`src/rtl/split_route_pkg.sv`:
```
// ---------------------------------------------------------------------------
// split_route_pkg : flit field positions, type/route encodings, FSM states
// Revision: 1.0
// ---------------------------------------------------------------------------
`default_nettype none

package split_route_pkg;

  localparam int FLIT_W  = 11;
  localparam int TYPE_HI = 10;
  localparam int TYPE_LO = 9;
  localparam int DX_HI   = 8;
  localparam int DX_LO   = 7;
  localparam int DY_HI   = 6;
  localparam int DY_LO   = 5;

  typedef enum logic [1:0] {
    FLIT_BODY   = 2'b00,
    FLIT_HEAD   = 2'b01,
    FLIT_TAIL   = 2'b10,
    FLIT_SINGLE = 2'b11
  } flit_type_e;

  typedef enum logic [1:0] {
    ROUTE_XP = 2'b00,
    ROUTE_XM = 2'b01,
    ROUTE_YP = 2'b10,
    ROUTE_YM = 2'b11
  } route_e;

  typedef enum logic [1:0] {
    ST_IDLE = 2'b00,
    ST_PKT  = 2'b01,
    ST_DROP = 2'b10
  } state_e;

  // Dimension-ordered XY route; the dest == node case is filtered by the caller.
  function automatic route_e xy_route(input logic [1:0] dx, input logic [1:0] dy,
                                      input logic [1:0] mx, input logic [1:0] my);
    if (dx > mx)      return ROUTE_XP;
    else if (dx < mx) return ROUTE_XM;
    else if (dy > my) return ROUTE_YP;
    else              return ROUTE_YM;
  endfunction

endpackage

`default_nettype wire

```
`src/rtl/split_route_fifo.sv`:
```
// ---------------------------------------------------------------------------
// split_route_fifo : first-word-fall-through flit FIFO, power-of-2 depth
// Revision: 1.0
// ---------------------------------------------------------------------------
`default_nettype none

module split_route_fifo
  import split_route_pkg::*;
#(
  parameter int DEPTH = 4,
  parameter int WIDTH = FLIT_W
) (
  input  logic                     clk,
  input  logic                     reset_n,
  input  logic                     wr_en,
  input  logic [WIDTH-1:0]         wr_data,
  input  logic                     rd_en,
  output logic [WIDTH-1:0]         rd_data,
  output logic [$clog2(DEPTH):0]   count,
  output logic                     full,
  output logic                     empty
);

  localparam int AW = $clog2(DEPTH);
  localparam int CW = AW + 1;

  logic [WIDTH-1:0] mem_q [DEPTH];
  logic [AW-1:0]    wr_ptr_q, wr_ptr_d;
  logic [AW-1:0]    rd_ptr_q, rd_ptr_d;
  logic [CW-1:0]    count_q, count_d;
  logic             push, pop;

  assign full  = (count_q == CW'(DEPTH));
  assign empty = (count_q == '0);
  assign push  = wr_en & ~full;
  assign pop   = rd_en & ~empty;

  // Pointers wrap for free because DEPTH is a power of two.
  always_comb begin
    wr_ptr_d = wr_ptr_q;
    rd_ptr_d = rd_ptr_q;
    count_d  = count_q;
    if (push) wr_ptr_d = wr_ptr_q + AW'(1);
    if (pop)  rd_ptr_d = rd_ptr_q + AW'(1);
    count_d = count_q + CW'(push) - CW'(pop);
  end

  always_ff @(posedge clk or negedge reset_n) begin
    if (!reset_n) begin
      wr_ptr_q <= '0;
      rd_ptr_q <= '0;
      count_q  <= '0;
    end else begin
      wr_ptr_q <= wr_ptr_d;
      rd_ptr_q <= rd_ptr_d;
      count_q  <= count_d;
    end
  end

  always_ff @(posedge clk) begin
    if (push) mem_q[wr_ptr_q] <= wr_data;
  end

  assign rd_data = mem_q[rd_ptr_q];
  assign count   = count_q;

endmodule

`default_nettype wire

```
`src/rtl/split_route_feeder.sv`:
```
// ---------------------------------------------------------------------------
// split_route_feeder : buffers flits and drives XY route control to a 4-way split
// Optional drop counter output enabled by SPLIT_ROUTE_DROP_CNT_EN.  Revision: 1.0
// ---------------------------------------------------------------------------
`default_nettype none

module split_route_feeder
  import split_route_pkg::*;
#(
  parameter int DEPTH = 4,
  parameter int MY_X  = 0,
  parameter int MY_Y  = 0
) (
  input  logic                   clk,
  input  logic                   reset_n,
  input  logic [10:0]            in_data,
  input  logic                   in_valid,
  output logic                   in_ready,
  output logic [10:0]            out_data,
  output logic [1:0]             out_ctrl,
  output logic                   out_valid,
  input  logic                   out_ready,
  output logic                   drop_err,
  output logic [$clog2(DEPTH):0] fifo_count
`ifdef SPLIT_ROUTE_DROP_CNT_EN
  ,
  output logic [7:0]             drop_cnt
`endif
);

  localparam logic [1:0] NODE_X = 2'(MY_X);
  localparam logic [1:0] NODE_Y = 2'(MY_Y);

  logic [FLIT_W-1:0] front;
  logic              fifo_full, fifo_empty, push, pop, drop;
  logic              ready_en_q, ready_en_d;
  state_e            state_q, state_d;
  logic [1:0]        route_q, route_d;
  flit_type_e        ftype;
  logic              head_like, is_local;
  route_e            calc_route;

  // Keeps in_ready low for the first cycle after reset release.
  assign ready_en_d = 1'b1;
  assign in_ready   = ready_en_q & ~fifo_full;
  assign push       = in_valid & in_ready;

  split_route_fifo #(.DEPTH(DEPTH), .WIDTH(FLIT_W)) u_fifo (
    .clk     (clk),
    .reset_n (reset_n),
    .wr_en   (push),
    .wr_data (in_data),
    .rd_en   (pop),
    .rd_data (front),
    .count   (fifo_count),
    .full    (fifo_full),
    .empty   (fifo_empty)
  );

  assign ftype      = flit_type_e'(front[TYPE_HI:TYPE_LO]);
  assign head_like  = (ftype == FLIT_HEAD) || (ftype == FLIT_SINGLE);
  assign is_local   = (front[DX_HI:DX_LO] == NODE_X) && (front[DY_HI:DY_LO] == NODE_Y);
  assign calc_route = xy_route(front[DX_HI:DX_LO], front[DY_HI:DY_LO], NODE_X, NODE_Y);
  assign out_data   = front;

  always_comb begin
    state_d   = state_q;
    route_d   = route_q;
    out_valid = 1'b0;
    out_ctrl  = route_q;
    pop       = 1'b0;
    drop      = 1'b0;
    if (!fifo_empty) begin
      case (state_q)
        ST_IDLE: begin
          if (!head_like) begin
            pop  = 1'b1;
            drop = 1'b1;
          end else if (is_local) begin
            pop  = 1'b1;
            drop = 1'b1;
            if (ftype == FLIT_HEAD) state_d = ST_DROP;
          end else begin
            out_valid = 1'b1;
            out_ctrl  = calc_route;
            if (out_ready) begin
              pop     = 1'b1;
              route_d = calc_route;
              if (ftype == FLIT_HEAD) state_d = ST_PKT;
            end
          end
        end
        ST_PKT: begin
          // A new head ends the current packet; it is routed from IDLE next cycle.
          if (head_like) begin
            state_d = ST_IDLE;
          end else begin
            out_valid = 1'b1;
            if (out_ready) begin
              pop = 1'b1;
              if (ftype == FLIT_TAIL) state_d = ST_IDLE;
            end
          end
        end
        ST_DROP: begin
          if (head_like) begin
            state_d = ST_IDLE;
          end else begin
            pop  = 1'b1;
            drop = 1'b1;
            if (ftype == FLIT_TAIL) state_d = ST_IDLE;
          end
        end
        default: state_d = ST_IDLE;
      endcase
    end
  end

  always_ff @(posedge clk or negedge reset_n) begin
    if (!reset_n) begin
      state_q    <= ST_IDLE;
      route_q    <= ROUTE_XP;
      ready_en_q <= 1'b0;
    end else begin
      state_q    <= state_d;
      route_q    <= route_d;
      ready_en_q <= ready_en_d;
    end
  end

  assign drop_err = drop;

`ifdef SPLIT_ROUTE_DROP_CNT_EN
  logic [7:0] drop_cnt_q, drop_cnt_d;

  always_comb begin
    drop_cnt_d = drop_cnt_q;
    if (drop && (drop_cnt_q != 8'hFF)) drop_cnt_d = drop_cnt_q + 8'd1;
  end

  always_ff @(posedge clk or negedge reset_n) begin
    if (!reset_n) drop_cnt_q <= 8'd0;
    else          drop_cnt_q <= drop_cnt_d;
  end

  assign drop_cnt = drop_cnt_q;
`endif

endmodule

`default_nettype wire

```
`config.mk`:
```
export PLATFORM = sky130hd
export DESIGN_NAME = split_route_feeder
export DESIGN_NICKNAME = d
export VERILOG_FILES = /design/src/rtl/split_route_pkg.sv /design/src/rtl/split_route_fifo.sv /design/src/rtl/split_route_feeder.sv
export SDC_FILE = /design/constraint.sdc
export NUM_CORES = 1
export LEC_CHECK = 0
export BUFFER_PORTS_ARGS = -buffer_cell sky130_fd_sc_hd__buf_2
export CAP_MARGIN = 20
export CORE_MARGIN = 3
export CORE_UTILIZATION = 45
export CTS_CLUSTER_DIAMETER = 120
export DETAILED_ROUTE_END_ITERATION = 12
export SYNTH_ARGS = -nofsm -noshare
export SYNTH_HDL_FRONTEND = slang
export SYNTH_SLANG_ARGS = --single-unit
```
`constraint.sdc`:
```
create_clock -name clk -period 7.7 [get_ports clk]
set_input_delay 0.77 -clock clk [delete_from_list [all_inputs] [get_ports clk]]
set_output_delay 0.77 -clock clk [all_outputs]
set_load 0.01 [all_outputs]
```
==> flow_metrics.py <==
metrics = {
    "outcome": {
        "run_status": "finished, final reports clean",
    },
    "critical_path": {
        "crit_required_ns": 6.93,
        "reg2reg_to": "u_fifo.count[1]",
        "setup.worst_path.class": "reg -> out",
        "timing.critical_path.to_type": "output pin",
        "worstPathArrival_ns": 2.54,
        "timing.critical_path.to": "out_valid",
        "worstPathCellList": "mux4_2, nor2_2, nand2_1, a31oi_1, nor2_1, buf_2",
        "critical_path_peak_fanout": 14,
        "worst_setup_path_start_kind": "register",
        "critical_path.max_stage_delay_ns": 0.89,
        "timing.reg2reg.setup_slack_ns": 4.64,
        "critical-path-slowest-cell": "sky130_fd_sc_hd__dfrtp_1",
        "setup.worst_path.start": "u_fifo.rd_ptr_q[0]",
        "timing.rr.start": "u_fifo.rd_ptr_q[0]",
        "rr_worst_depth": 8,
    },
    "clock_tree": {
        "clkTransAtPathRegs_ns": 0.09,
        "max-clock-path-buffers": 2,
        "clock_latency_ns": 0.31,
        "clock_sinks": 56,
        "cts_tree": "built",
        "cts_resizes": 0,
        "htree_levels": 2,
        "clock-root-buffer": "sky130_fd_sc_hd__clkbuf_8",
        "cts.repair_timing.setup_buffer_count": 0,
        "postCtsHoldBufs": 0,
        "total_cts_buffers": 5,
    },
    "sta": {
        "rsz_0062_raised_after_global_routing": "false",
        "layout_min_cycle_time_ns": 3.31,
        "timing_hold_violations_final": 0,
        "final-setup-viol-count": 0,
        "layout_setup_ws_ns": 4.39,
        "tightest_slew_ns": 0.819,
        "timing.final.crit_share_pct": 43.0,
        "worst_slew_margin_rel_pct": 45.4,
        "maxClockFrequency_mhz": 302,
        "aggregate_negative_setup_slack_ns": 0,
        "finalMaxSlewViolations": 0,
        "fin_skew_ns": 0.00968,
    },
    "synth": {
        "netlist_instances": 148,
        "ys_seq_elements": 56,
        "library_cells_used_by_synthesis": 38,
        "post_synth.cell_area_avg_sq_um": 16.6,
        "synth.top_cell.area_share_pct": 53.8,
        "synth.net_count": 174,
        "synth_enable_flop_cells": 44,
        "synth_top_area_cell": "sky130_fd_sc_hd__edfxtp_1",
        "ys_dominant_reg_cell": "sky130_fd_sc_hd__edfxtp_1",
        "synth_top_cells_by_area": "sky130_fd_sc_hd__edfxtp_1 (54%), sky130_fd_sc_hd__dfrtp_1 (12%), sky130_fd_sc_hd__mux4_2 (10%), sky130_fd_sc_hd__ha_1 (5.1%), sky130_fd_sc_hd__inv_1 (1.8%)",
        "ys_seq_area_share_pct": 66.1,
        "syn-cell-area_sq_um": 2450,
        "synthesis.yosys.warnings": 0,
        "synth_async_sr_flop_share_pct": 21.4,
    },
    "routing": {
        "antenna_violating_nets_post_route": 0,
        "dr_total_vias": 1317,
        "drtPass1Iterations": 4,
        "per_cell_via_count_in_the_routed_design": 5.16,
        "detail_route.wirelength_um": 4300,
        "post_route_drc": 0,
        "drt_iter0_drc": 62,
        "wl_per_cell_um": 16.9,
    },
    "placed_design": {
        "post-place-ws_ns": 4.60,
        "port_buffers": 33,
        "number_of_instances_in_the_placed_design": 247,
        "place_hpwl_um": 3140,
        "placer_s_final_routability_congestion_estimate": 0.866,
    },
    "global_routing": {
        "grt_max_degree": 18,
        "groute.usage.overall_pct": 15.1,
        "grt_pass1_wl_um": 7040,
        "grt_antenna_before_repair": 0,
        "overflow": 0,
        "grt_pass1_vias": 1408,
    },
    "cells_and_area": {
        "layout_commonest_cell": "sky130_fd_sc_hd__edfxtp_1",
        "layout.area.seq_sq_um": 1620,
        "finalCoreUtilization_pct": 53.4,
        "multiInputGateArea_sq_um": 749,
        "fillCellCount": 441,
        "area_delta_synth_final_pct": 13.3,
        "layout.cells.most_common_list": "sky130_fd_sc_hd__edfxtp_1 (44), sky130_fd_sc_hd__buf_2 (33), sky130_fd_sc_hd__inv_1 (12), sky130_fd_sc_hd__dfrtp_1 (12), sky130_fd_sc_hd__mux4_2 (11)",
        "final_cells": 255,
        "finish.net_count": 210,
        "antenna-diode-count": 0,
        "drive_gt1_share_pct": 29.7,
    },
    "die": {
        "dieArea_sq_um": 6380,
        "io_pins": 34,
        "fp.dieW_um": 79.9,
        "fp-row-count": 26,
        "chipHeight_um": 79.9,
        "floorplan.initialDensity_pct": 47.2,
        "design.core.area_sq_um": 5200,
    },
    "flow_run": {
        "timing.max_cap.violations": 0,
    },
    "worst_hold_path": {
        "timing.hold.worst.class": "in -> async",
    },
    "power": {
        "reported_leakage_power_uw": 0.00108,
        "ir_drop_worst_vdd_mv": 0.237,
        "power_density_nw_per_um2": 370,
    },
}
synth_stat cells, types with 2 or more instances:
library cell	count
sky130_fd_sc_hd__a21oi_1	2
sky130_fd_sc_hd__a31oi_1	2
sky130_fd_sc_hd__and3_1	4
sky130_fd_sc_hd__buf_6	3
sky130_fd_sc_hd__dfrtp_1	12
sky130_fd_sc_hd__edfxtp_1	44
sky130_fd_sc_hd__ha_1	10
sky130_fd_sc_hd__inv_1	12
sky130_fd_sc_hd__mux4_2	11
sky130_fd_sc_hd__nand2_1	4
sky130_fd_sc_hd__nand2b_1	2
sky130_fd_sc_hd__nor2_1	9
sky130_fd_sc_hd__o21a_1	2
sky130_fd_sc_hd__o21ai_1	3
sky130_fd_sc_hd__o22a_1	2
sky130_fd_sc_hd__xnor2_1	2
sky130_fd_sc_hd__xor2_1	3
power breakdown:
| group | total [uW] | switching, uW | leakage [uW] | internal, uW |
|---|---|---|---|---|
| Sequential | 443 | 61.5 | 0.000545 | 381 |
| Clock | 191 | 92.9 | 0.0000558 | 98.4 |
| Combinational | 395 | 209 | 0.000483 | 185 |
| Total | 1030 | 364 | 0.00108 | 665 |
critical path: cells and delay by family (launching register included):
family	cells	cell delay (ns)
buffers and inverters	1	0.16
DFF	1	0.89
and+or+nand+nor	3	0.36
AOI/OAI and AO/OA	1	0.19
muxes	1	0.64
per-layer routing:
metal / GRT usage [%] / vias to the layer above / wire [um]
met5: 0 / - / 0
met4: 5.24 / 0 / 55
met3: 5.42 / 5 / 286
met2: 24.4 / 47 / 2200
met1: 18.9 / 637 / 1750
li1: - / 628 / -
flip-flops by register name (all words and copies together), names as in the netlist:
name,count
u_fifo.count,3
u_fifo.rd_ptr_q,2
route_q,2
state_q,2
u_fifo.mem_q,44
ready_en_q,1
u_fifo.wr_ptr_q,2
worst min path at each step:
stage                     startpoint            endpoint  slack [ns]  cells past startpoint
after floorplan           route_q[0]          route_q[0]        0.46                      1
after global placement    route_q[0]          route_q[0]        0.47                      1
after detailed placement  route_q[0]          route_q[0]        0.48                      1
after CTS                    reset_n          route_q[1]        0.34                      1
after global routing         reset_n  u_fifo.rd_ptr_q[1]        0.34                      1
final                        reset_n          route_q[1]        0.34                      1
stage by stage:
| stage | cell area [sq um] | hold slack [ns] | power (uW) |
|---|---|---|---|
| after floorplan | 2450 | 0.458 | 736 |
| after global placement | 2670 | 0.472 | 837 |
| after detailed placement | 2670 | 0.485 | 850 |
| after CTS | 2780 | 0.335 | 1040 |
| after global routing | 2780 | 0.340 | 1110 |
| final | 2780 | 0.338 | 1030 |
layout make-up:
type,count,area share (%)
sequential,56,58.3
multi-input combinational,76,27.0
timing repair buffer,33,5.94
tap,70,3.15
clock buffer,6,2.61
inverter,12,1.62
clock inverter,2,1.40
kinds of logic after synthesis:
family / Yosys count / synth area share (%)
simple gates: 27 / 5.45
xor+xnor: 5 / 1.78
flops: 56 / 66.1
mux: 12 / 11.2
other cells: 1 / 0.153
compound gates: 20 / 6.07
buf+inv: 16 / 3.41
fa+ha+maj: 11 / 5.91
No activity file was read; power rests on OpenSTA's default activity.
